### src/rtl/mmio_pkg.sv
// Shared constants for the MMIO hub: register offsets, CTRL bit positions,
// read-mux select encoding and the FIFO level formatting helper.
package mmio_pkg;

    localparam logic [31:0] OFF_CTRL       = 32'h0000_0000;
    localparam logic [31:0] OFF_RX_DATA    = 32'h0000_0004;
    localparam logic [31:0] OFF_TX_DATA    = 32'h0000_0008;
    localparam logic [31:0] OFF_FIFO_LEVEL = 32'h0000_000C;
    localparam logic [31:0] OFF_CYCLE_CNT  = 32'h0000_0010;
    localparam logic [31:0] OFF_INST_CNT   = 32'h0000_0014;
    localparam logic [31:0] OFF_CNT_RST    = 32'h0000_0018;
    localparam logic [31:0] OFF_FLAG_CLR   = 32'h0000_001C;

    // FLAG_CLR uses the same bit positions as the sticky bits in CTRL
    localparam int CTRL_TX_NFULL  = 0;
    localparam int CTRL_RX_NEMPTY = 1;
    localparam int CTRL_RX_OVF    = 2;
    localparam int CTRL_TX_OVF    = 3;

    typedef enum logic [2:0] {
        SEL_CTRL  = 3'd0,
        SEL_RX    = 3'd1,
        SEL_LEVEL = 3'd2,
        SEL_CYC   = 3'd3,
        SEL_INST  = 3'd4,
        SEL_NONE  = 3'd5
    } rd_sel_e;

    function automatic logic [7:0] sat8(input logic [31:0] v);
        logic [7:0] r;
        if (v > 32'd255) begin
            r = 8'hFF;
        end else begin
            r = v[7:0];
        end
        return r;
    endfunction

endpackage

### src/rtl/mmio_fifo.sv
// First-word-fall-through FIFO: head shows the oldest entry while not empty.
// Pushes into a full FIFO and pops from an empty one are ignored.
module mmio_fifo #(
    parameter int WIDTH = 8,
    parameter int DEPTH = 8,
    localparam int AW = $clog2(DEPTH),
    localparam int CW = $clog2(DEPTH + 1)
) (
    input  logic             clk,
    input  logic             rst_n,
    input  logic             push,
    input  logic [WIDTH-1:0] wdata,
    input  logic             pop,
    output logic             full,
    output logic             empty,
    output logic [CW-1:0]    count,
    output logic [WIDTH-1:0] head
);

    logic [WIDTH-1:0] mem_r [DEPTH];
    logic [AW-1:0]    wr_ptr_r;
    logic [AW-1:0]    rd_ptr_r;
    logic [CW-1:0]    count_r;
    logic             do_push_s;
    logic             do_pop_s;

    // full/empty derive from the registered count only
    assign full      = (count_r == CW'(DEPTH));
    assign empty     = (count_r == {CW{1'b0}});
    assign count     = count_r;
    assign head      = mem_r[rd_ptr_r];
    assign do_push_s = push && !full;
    assign do_pop_s  = pop && !empty;

    // pointer and occupancy tracking
    always_ff @(posedge clk or negedge rst_n) begin
        if (!rst_n) begin
            wr_ptr_r <= {AW{1'b0}};
            rd_ptr_r <= {AW{1'b0}};
            count_r  <= {CW{1'b0}};
        end else begin
            if (do_push_s) begin
                wr_ptr_r <= wr_ptr_r + AW'(1);
            end
            if (do_pop_s) begin
                rd_ptr_r <= rd_ptr_r + AW'(1);
            end
            case ({do_push_s, do_pop_s})
                2'b10:   count_r <= count_r + CW'(1);
                2'b01:   count_r <= count_r - CW'(1);
                default: count_r <= count_r;
            endcase
        end
    end

    // entry storage
    always_ff @(posedge clk or negedge rst_n) begin
        if (!rst_n) begin
            for (int i = 0; i < DEPTH; i++) begin
                mem_r[i] <= {WIDTH{1'b0}};
            end
        end else if (do_push_s) begin
            mem_r[wr_ptr_r] <= wdata;
        end
    end

endmodule

### src/rtl/mmio_hub.sv
// MMIO window between the execute stage and the UART: RX/TX byte FIFOs,
// cycle/instruction counters, sticky overflow flags and a registered read port.
module mmio_hub
    import mmio_pkg::*;
#(
    parameter logic [31:0] BASE_ADDR = 32'h8000_0000,
    parameter int          RX_DEPTH  = 8,
    parameter int          TX_DEPTH  = 8,
    parameter int          CNT_WIDTH = 32
) (
    input  logic        clk,
    input  logic        rst_n,
    input  logic        req_valid,
    input  logic        req_we,
    input  logic [31:0] req_addr,
    input  logic [31:0] req_wdata,
    input  logic        inst_retire,
    output logic [31:0] rdata,
    output logic        rdata_hit,
    input  logic [7:0]  uart_rx_data,
    input  logic        uart_rx_valid,
    output logic        uart_rx_ready,
    output logic [7:0]  uart_tx_data,
    output logic        uart_tx_valid,
    input  logic        uart_tx_ready
);

    localparam int RX_CW = $clog2(RX_DEPTH + 1);
    localparam int TX_CW = $clog2(TX_DEPTH + 1);

    localparam logic [31:0] ADDR_CTRL       = BASE_ADDR + OFF_CTRL;
    localparam logic [31:0] ADDR_RX_DATA    = BASE_ADDR + OFF_RX_DATA;
    localparam logic [31:0] ADDR_TX_DATA    = BASE_ADDR + OFF_TX_DATA;
    localparam logic [31:0] ADDR_FIFO_LEVEL = BASE_ADDR + OFF_FIFO_LEVEL;
    localparam logic [31:0] ADDR_CYCLE_CNT  = BASE_ADDR + OFF_CYCLE_CNT;
    localparam logic [31:0] ADDR_INST_CNT   = BASE_ADDR + OFF_INST_CNT;
    localparam logic [31:0] ADDR_CNT_RST    = BASE_ADDR + OFF_CNT_RST;
    localparam logic [31:0] ADDR_FLAG_CLR   = BASE_ADDR + OFF_FLAG_CLR;

    rd_sel_e              sel_s;
    logic                 rd_hit_s;
    logic                 tx_store_s;
    logic                 cnt_srst_s;
    logic                 flag_clr_s;
    logic                 rx_pop_s;
    logic                 rx_ovf_set_s;
    logic                 tx_ovf_set_s;
    logic [31:0]          ctrl_s;
    logic [31:0]          rd_val_s;
    logic                 rx_full_s;
    logic                 rx_empty_s;
    logic [RX_CW-1:0]     rx_count_s;
    logic [7:0]           rx_head_s;
    logic                 tx_full_s;
    logic                 tx_empty_s;
    logic [TX_CW-1:0]     tx_count_s;
    logic [CNT_WIDTH-1:0] cyc_r;
    logic [CNT_WIDTH-1:0] inst_r;
    logic                 rx_ovf_r;
    logic                 tx_ovf_r;
    logic                 unused_wdata_s;

    assign unused_wdata_s = ^req_wdata[31:8];

    mmio_fifo #(.WIDTH(8), .DEPTH(RX_DEPTH)) u_rx_fifo (
        .clk   (clk),
        .rst_n (rst_n),
        .push  (uart_rx_valid),
        .wdata (uart_rx_data),
        .pop   (rx_pop_s),
        .full  (rx_full_s),
        .empty (rx_empty_s),
        .count (rx_count_s),
        .head  (rx_head_s)
    );

    mmio_fifo #(.WIDTH(8), .DEPTH(TX_DEPTH)) u_tx_fifo (
        .clk   (clk),
        .rst_n (rst_n),
        .push  (tx_store_s),
        .wdata (req_wdata[7:0]),
        .pop   (uart_tx_ready),
        .full  (tx_full_s),
        .empty (tx_empty_s),
        .count (tx_count_s),
        .head  (uart_tx_data)
    );

    // ready reflects the full flag before any same-cycle pop
    assign uart_rx_ready = !rx_full_s;
    assign uart_tx_valid = !tx_empty_s;
    assign rx_pop_s      = (sel_s == SEL_RX) && !rx_empty_s;
    assign rx_ovf_set_s  = uart_rx_valid && rx_full_s;
    assign tx_ovf_set_s  = tx_store_s && tx_full_s;

    // exact-address decode of loads and stores
    always_comb begin
        sel_s      = SEL_NONE;
        rd_hit_s   = 1'b0;
        tx_store_s = 1'b0;
        cnt_srst_s = 1'b0;
        flag_clr_s = 1'b0;
        if (req_valid && !req_we) begin
            case (req_addr)
                ADDR_CTRL:       begin sel_s = SEL_CTRL;  rd_hit_s = 1'b1; end
                ADDR_RX_DATA:    begin sel_s = SEL_RX;    rd_hit_s = 1'b1; end
                ADDR_FIFO_LEVEL: begin sel_s = SEL_LEVEL; rd_hit_s = 1'b1; end
                ADDR_CYCLE_CNT:  begin sel_s = SEL_CYC;   rd_hit_s = 1'b1; end
                ADDR_INST_CNT:   begin sel_s = SEL_INST;  rd_hit_s = 1'b1; end
                default:         begin sel_s = SEL_NONE;  rd_hit_s = 1'b0; end
            endcase
        end else if (req_valid && req_we) begin
            case (req_addr)
                ADDR_TX_DATA:  tx_store_s = 1'b1;
                ADDR_CNT_RST:  cnt_srst_s = 1'b1;
                ADDR_FLAG_CLR: flag_clr_s = 1'b1;
                default:       tx_store_s = 1'b0;
            endcase
        end else begin
            sel_s = SEL_NONE;
        end
    end

    // read data selection from pre-edge state
    always_comb begin
        ctrl_s                 = 32'd0;
        ctrl_s[CTRL_TX_NFULL]  = !tx_full_s;
        ctrl_s[CTRL_RX_NEMPTY] = !rx_empty_s;
        ctrl_s[CTRL_RX_OVF]    = rx_ovf_r;
        ctrl_s[CTRL_TX_OVF]    = tx_ovf_r;
        case (sel_s)
            SEL_CTRL:  rd_val_s = ctrl_s;
            SEL_RX:    rd_val_s = rx_empty_s ? 32'd0 : {24'd0, rx_head_s};
            SEL_LEVEL: rd_val_s = {16'd0, sat8(32'(tx_count_s)), sat8(32'(rx_count_s))};
            SEL_CYC:   rd_val_s = 32'(cyc_r);
            SEL_INST:  rd_val_s = 32'(inst_r);
            default:   rd_val_s = 32'd0;
        endcase
    end

    // registered read port, rdata held across non-hit cycles
    always_ff @(posedge clk or negedge rst_n) begin
        if (!rst_n) begin
            rdata     <= 32'd0;
            rdata_hit <= 1'b0;
        end else begin
            rdata_hit <= rd_hit_s;
            if (rd_hit_s) begin
                rdata <= rd_val_s;
            end else begin
                rdata <= rdata;
            end
        end
    end

    // free-running counters; a CNT_RST write acts as their synchronous reset
    always_ff @(posedge clk or negedge rst_n) begin
        if (!rst_n) begin
            cyc_r  <= {CNT_WIDTH{1'b0}};
            inst_r <= {CNT_WIDTH{1'b0}};
        end else if (cnt_srst_s) begin
            cyc_r  <= {CNT_WIDTH{1'b0}};
            inst_r <= {CNT_WIDTH{1'b0}};
        end else begin
            cyc_r <= cyc_r + CNT_WIDTH'(1);
            if (inst_retire) begin
                inst_r <= inst_r + CNT_WIDTH'(1);
            end else begin
                inst_r <= inst_r;
            end
        end
    end

    // sticky overflow flags, a new overflow beats a same-cycle clear
    always_ff @(posedge clk or negedge rst_n) begin
        if (!rst_n) begin
            rx_ovf_r <= 1'b0;
            tx_ovf_r <= 1'b0;
        end else begin
            rx_ovf_r <= rx_ovf_set_s | (rx_ovf_r & ~(flag_clr_s & req_wdata[CTRL_RX_OVF]));
            tx_ovf_r <= tx_ovf_set_s | (tx_ovf_r & ~(flag_clr_s & req_wdata[CTRL_TX_OVF]));
        end
    end

endmodule

### config.mk
export PLATFORM = sky130hd
export DESIGN_NAME = mmio_hub
export DESIGN_NICKNAME = d
export VERILOG_FILES = /design/src/rtl/mmio_pkg.sv /design/src/rtl/mmio_fifo.sv /design/src/rtl/mmio_hub.sv
export SDC_FILE = /design/constraint.sdc
export NUM_CORES = 1
export LEC_CHECK = 0
export ABC_AREA = 1
export BUFFER_PORTS_ARGS = -buffer_cell sky130_fd_sc_hd__buf_4
export CORE_ASPECT_RATIO = 0.6
export CORE_MARGIN = 2
export CORE_UTILIZATION = 50
export DETAILED_ROUTE_END_ITERATION = 12
export GPL_ROUTABILITY_DRIVEN = 1
export HOLD_SLACK_MARGIN = 0.1
export PLACE_DENSITY = 0.67
export SYNTH_ARGS = -nofsm -noshare
export SYNTH_HDL_FRONTEND = slang
export SYNTH_SLANG_ARGS = --single-unit
### constraint.sdc
create_clock -name clk -period 3.3 [get_ports clk]
set_input_delay 0.66 -clock clk [delete_from_list [all_inputs] [get_ports clk]]
set_output_delay 0.66 -clock clk [all_outputs]
set_load 0.01 [all_outputs]
Word-level counts from Yosys, hierarchy flattened:

Index checks and enable logic that the tools add are counted.

* register bits after elaboration: 247
* input bits: 79
* output and inout port bits: 43
* word-level logic and storage cells: 129

* add/subtract/negate cells: 10
* $lt $le $gt $ge: 6
* eq/ne operators: 18
* muxes and demuxes: 32
* bitwise operators: 12
* reductions and logical operators: 23

Operator list (count)
* 32-bit == test (second input constant): 8
* 32-bit case mux with 5 select lines: 1
* 64-bit bitwise mux: 2
* 32-bit two-way mux: 3
* 32-bit by 1-bit adder with 32-bit output (second input constant): 2
* 8-bit two-way mux: 7
* 8-bit binary-select mux with 3-bit select: 2
* 8-bit demux with 3-bit select: 2
* 4-bit >= comparator (second input constant): 4
* 3-bit NOT with 4-bit output: 4
* 4-bit case mux with 2 select lines: 2
* 3-bit case mux with 5 select lines: 1
* 3-bit by 1-bit adder with 3-bit output (second input constant): 4
* 1-bit logical AND: 11
* 1-bit two-way mux: 11
* 4-bit by 1-bit adder with 4-bit output (second input constant): 2
* 4-bit == test (second input constant): 2
* 4-bit logical NOT: 2
* 4-bit by 1-bit < comparator with 1-bit output (second input constant): 2
* 4-bit by 1-bit subtractor with 4-bit output (second input constant): 2
* 3-bit by 2-bit == test with 1-bit output (second input constant): 2
* 2-bit nonzero test: 3
* 1-bit logical NOT: 5
* 5-bit OR reduction: 1
* other kinds (9): 16

Logic depth before layout (Yosys ltp):

* depth in word-level cells: 8
* depth in mapped cells: 22
* mapped depth without buffers: 22

Cells and area by module:

From an unflattened synthesis, not the netlist that was laid out.

* cell total of the unflattened synthesis: 1934
* area, all modules: 14632.8 um2

By module, submodules not included
* mmio_hub: instances 1, cells each 772, area each 5758.0 um2, sequential area each 2477.4 um2
* mmio_fifo at u_rx_fifo: instances 1, cells each 581, area each 4443.0 um2, sequential area each 1851.8 um2
* mmio_fifo at u_tx_fifo: instances 1, cells each 581, area each 4431.8 um2, sequential area each 1851.8 um2

Worst setup path before layout:

Ideal clock, no wire load.

* path type: input -> register
* start: input port req_addr[15]
* end: register u_rx_fifo.count_r[2] (netlist: u_rx_fifo.count[2])
* library setup time: 129 ps
* data arrival time: 2707 ps
* data required time: 3171 ps
* setup slack: 463 ps
* stages on the path: 19
* buffers on the path: 0
* path through: nor2_1 > nand2_1 > nor2_4 > nand2_1 > a21oi_1 > nor2_1 > nand3_1 > nand2_1 > nor2_1 > nand3b_1 > nor2_1 > ha_1 > nand2_1 > inv_1 > nor2_1 > ha_1 > a21oi_1 > xnor2_1 > o21ai_0

* cells in the longest elaborated chain, start to end: 8
* elaborated cells between the ends (all ways): 14
* classes of those cells: eq/ne: 8; mux: 3; reduce/logical: 3

RTL lines
* from (decl): line mmio_hub.sv:15 `input logic [31:0] req_addr,`
* 32-bit == test: line mmio_hub.sv:104 `case (req_addr)`
* 3-bit case mux with 5 select lines (*): line mmio_hub.sv:104
* 3-bit two-way mux (*): line mmio_hub.sv:103 `if (req_valid && !req_we) begin`
* 3-bit by 1-bit == test with 1-bit output (*): line mmio_hub.sv:92 `assign rx_pop_s = (sel_s == SEL_RX) && !rx_empty_s;`
* 1-bit logical AND (*): line mmio_hub.sv:92
* 1-bit logical AND (*): line mmio_fifo.sv:33 `assign do_pop_s = pop && !empty;`
* via u_rx_fifo.do_pop_s: line mmio_fifo.sv:25 `logic do_pop_s;`
* 2-bit by 1-bit == test with 1-bit output or 2-bit == test (tied branches): line mmio_fifo.sv:48 `case ({do_push_s, do_pop_s})`
* 4-bit case mux with 2 select lines or 2-bit nonzero test (tied branches)
* to (signal assigned): line mmio_fifo.sv:49 `2'b10: count_r <= count_r + CW'(1);`
* to (signal assigned): line mmio_fifo.sv:50 `2'b01: count_r <= count_r - CW'(1);`
* to (signal assigned): line mmio_fifo.sv:51 `default: count_r <= count_r;`
* to (decl): line mmio_fifo.sv:23 `logic [CW-1:0] count_r;`

Mark *: on every way through the listed nets, which the timed path passes. The rest lies on a longest branch.
A chain may end at the register's enable or synchronous reset.

Worst setup path after layout:

* start: register u_tx_fifo.rd_ptr_r[0]
* end: output port uart_tx_data[0]

* cells in the longest elaborated chain, start to end: 4

RTL lines
* from (decl): line mmio_fifo.sv:22 `logic [AW-1:0] rd_ptr_r;`
* from (signal assigned): line mmio_fifo.sv:39 `rd_ptr_r <= {AW{1'b0}};`
* from (signal assigned): line mmio_fifo.sv:46 `rd_ptr_r <= rd_ptr_r + AW'(1);`
* 3-bit NOT with 4-bit output (not written as such): line mmio_fifo.sv:31 `assign head = mem_r[rd_ptr_r];`
* 8-bit binary-select mux with 3-bit select: line mmio_fifo.sv:31
* 8-bit two-way mux (not written as such) (2 in series): line mmio_fifo.sv:31
* to (decl): line mmio_hub.sv:23 `output logic [7:0] uart_tx_data,`

No other way between the ends. The select of a mux whose other input is x is not followed.

==> impl_metrics.env <==
export IMPL_gr_max_usage_layer="met1"
export IMPL_rr_worst_depth=13
export IMPL_setup_tns_ns=0
export IMPL_die_y_um=126
export IMPL_grt_total_usage=0.262
export IMPL_grt_pass1_vias=10300
export IMPL_grt_pass1_wl_um=55300
export IMPL_cts_hold_buf=0
export IMPL_die_area_sq_mm=0.0262
export IMPL_status="completed"
export IMPL_nFillCells=2182
export IMPL_cp_end_kind="output port"
export IMPL_cp_required_ns=2.64
export IMPL_grt_overflow=0
export IMPL_dr_pass1_iters=6
export IMPL_met3_usage=0.0466
export IMPL_wl_per_cell_um=17.1
export IMPL_detail_route_antenna_nets=0
export IMPL_drv_slew=0
export IMPL_use_met2=0.373
export IMPL_ys_dominant_reg_cell="dfrtp_1"
export IMPL_relSlewSlack=0.352
export IMPL_syn_num_nets=1610
export IMPL_h_tree_depth=1
export IMPL_rsz0062_at_grt="false"
export IMPL_cts_sinks=247
export IMPL_place_congestion=0.898
export IMPL_drive_above_1_share=0.122
export IMPL_regArea_sq_mm=0.00618
export IMPL_die_w_um=208
export IMPL_synth_seq_cells=247
export IMPL_synth_area_sq_mm=0.0124
export IMPL_grt_max_degree=85
export IMPL_avgSynthCellArea_sq_um=8.20
export IMPL_fmax_mhz=337
export IMPL_setup_viol=0
export IMPL_final_min_clock_period_ns=2.97
export IMPL_synthDistinctLibCells=47
export IMPL_initial_core_util=0.511
export IMPL_post_cts_buffers=0
export IMPL_tightest_slew_ns=0.970
export IMPL_p_leak_uw=0.00683
export IMPL_drt_total_wl_um=33300
export IMPL_cts_path_max_buffers=3
export IMPL_drv_cap=0
export IMPL_cp_max_fo=24
export IMPL_antenna_found_initial=0
export IMPL_clockRootBuffer="clkbuf_16"
export IMPL_drc=0
export IMPL_worstSetupStartpointType="flop"
export IMPL_path_class="flop to output port"
export IMPL_port_buffers=97
export IMPL_drt_iter0_drc=1113
export IMPL_synth_warnings=0
export IMPL_place_hpwl_um=23100
export IMPL_worst_hold_slack_ns=0.0790
export IMPL_syn_inst=1518
export IMPL_vias=10800
export IMPL_areaGrowthSynthToFinish_pct=14.8
export IMPL_synthArstFlopShare=1.00
export IMPL_clock_skew_ns=0.0203
export IMPL_synth_edff_count=0
export IMPL_power_uw=8780
export IMPL_worst_ep_arrival_time_ns=2.31
export IMPL_seq_area_frac_synth=0.497
export IMPL_multi_input_area_sq_mm=0.00543
export IMPL_worstSkewPairLatency_ns=0.53
export IMPL_cts_tree="yes"
export IMPL_hold_class="input port to asynchronous set/reset pin"
export IMPL_io_pins=122
export IMPL_fin_crit_sh=0.899
export IMPL_num_rows=44
export IMPL_cts_resized=0
export IMPL_antenna_cells=0
export IMPL_routed_via_density=5.54
export IMPL_cellPowerDensity_mw_per_mm2=615
export IMPL_clk_pin_slew_ns=0.07
export IMPL_final_hold_viol_count=0
export IMPL_worst_slack_ns=0.332
export IMPL_vdd_ir_drop_max_mv=0.310
export IMPL_post_place_ws_ns=0.0771
export IMPL_met1_usage=0.415
export IMPL_final_nets=1699
export IMPL_core_sq_mm=0.0243
export IMPL_cts_made_buffers=24
synthesized netlist by cell type, drive strengths merged, types with 9 or more instances:
cell type  count  area share
a21oi         51       0.021
o221ai        13      0.0092
buf           19       0.012
o211ai        10      0.0060
nand2        330        0.10
dfrtp        247        0.50
xor2          20       0.014
nor3          28       0.013
o22ai         11      0.0055
nand3         54       0.023
inv          145       0.044
o21ai        213       0.086
nor2         218       0.073
a31oi          9      0.0045
clkbuf        32      0.0097
nand4         57       0.039
nor4          13      0.0065
ha            12       0.012
registers in the layout, indices dropped and copies added, names as in the netlist, 4 cells and up:
name             flops
cyc_r               32
inst_r              32
rdata               32
u_rx_fifo.count      4
u_rx_fifo.mem_r     64
u_tx_fifo.count      4
u_tx_fifo.mem_r     64
layout by cell type (no fill, tap or decap), drive strengths merged, types with 4 or more instances in the layout:
master,instances
xnor2,7
buf,114
nor3,28
nand2,330
dfrtp,247
nor2,218
a211oi,7
o21ai,213
inv,145
ha,12
a32o,4
clkinv,10
clkbuf,35
o22ai,11
o221ai,13
xor2,20
a31oi,9
a21oi,51
nand3,54
o211ai,10
nand4,57
nor4,13
metal layers:
layer  wire, um  vias up
met5          0        -
met4        531        0
met3       2500       37
met2      13400      348
met1      16800     5164
li1           -     5247
area by class of cell:
class                   instances  share of cell area
clock buffers                  35              0.0506
clock inverters                 9             0.00683
multi-input cells            1071               0.380
repair buffers                114              0.0622
well taps                     322              0.0282
inverters                     149              0.0395
flip-flops and latches        247               0.433
final timing paths:
path,start,endpoint,slack [ns]
setup / recovery,u_tx_fifo.rd_ptr_r[0]$_DFFE_PN0P_,uart_tx_data[0],0.33
hold / removal,rst_n,u_rx_fifo.mem_r[42]$_DFFE_PN0P_,0.08
setup reg to reg,u_tx_fifo.count[1]$_DFFE_PN0P_,u_tx_fifo.count[3]$_DFFE_PN0P_,0.82
hold reg to reg,u_rx_fifo.mem_r[51]$_DFFE_PN0P_,u_rx_fifo.mem_r[51]$_DFFE_PN0P_,0.48
max in group asynchronous,rst_n,u_tx_fifo.mem_r[10]$_DFFE_PN0P_,2.39
min in group clk,uart_rx_valid,rx_ovf_r$_DFF_PN0_,0.42
cells by family after synthesis:
| logic type | Yosys count | share of synthesized area |
|---|---|---|
| AND/OR/NAND/NOR | 706 | 0.260 |
| AO/OA/AOI/OAI | 325 | 0.143 |
| flip-flops | 247 | 0.497 |
| buffers and inverters | 200 | 0.0671 |
| XOR/XNOR | 27 | 0.0190 |
| adder cells (fa/ha/maj) | 13 | 0.0137 |
report_power, final:
part | internal, uW | total, uW | switching (uW)
Clock | 1680 | 2880 | 1200
Combinational | 811 | 2070 | 1260
Sequential | 3510 | 3830 | 321
Total | 6000 | 8780 | 2780
critical path: stages (launching register included):
cell	delay, ns
dfrtp_1	0.38
inv_1	0.53
buf_4	0.29
o21ai_0	0.08
o22ai_1	0.15
nor2_1	0.06
a31oi_1	0.16
buf_4	0.14
metrics by stage:
stage | instance area (sq um) | std cells | util
after global routing | 14300 | 1947 | 0.587
after floorplan | 12400 | 1518 | -
after global placement | 13500 | 1903 | 0.553
after detailed placement | 13500 | 1903 | 0.553
after CTS | 14300 | 1947 | 0.587
final | 14300 | 1947 | 0.587
(Power assumes the default switching activity.)
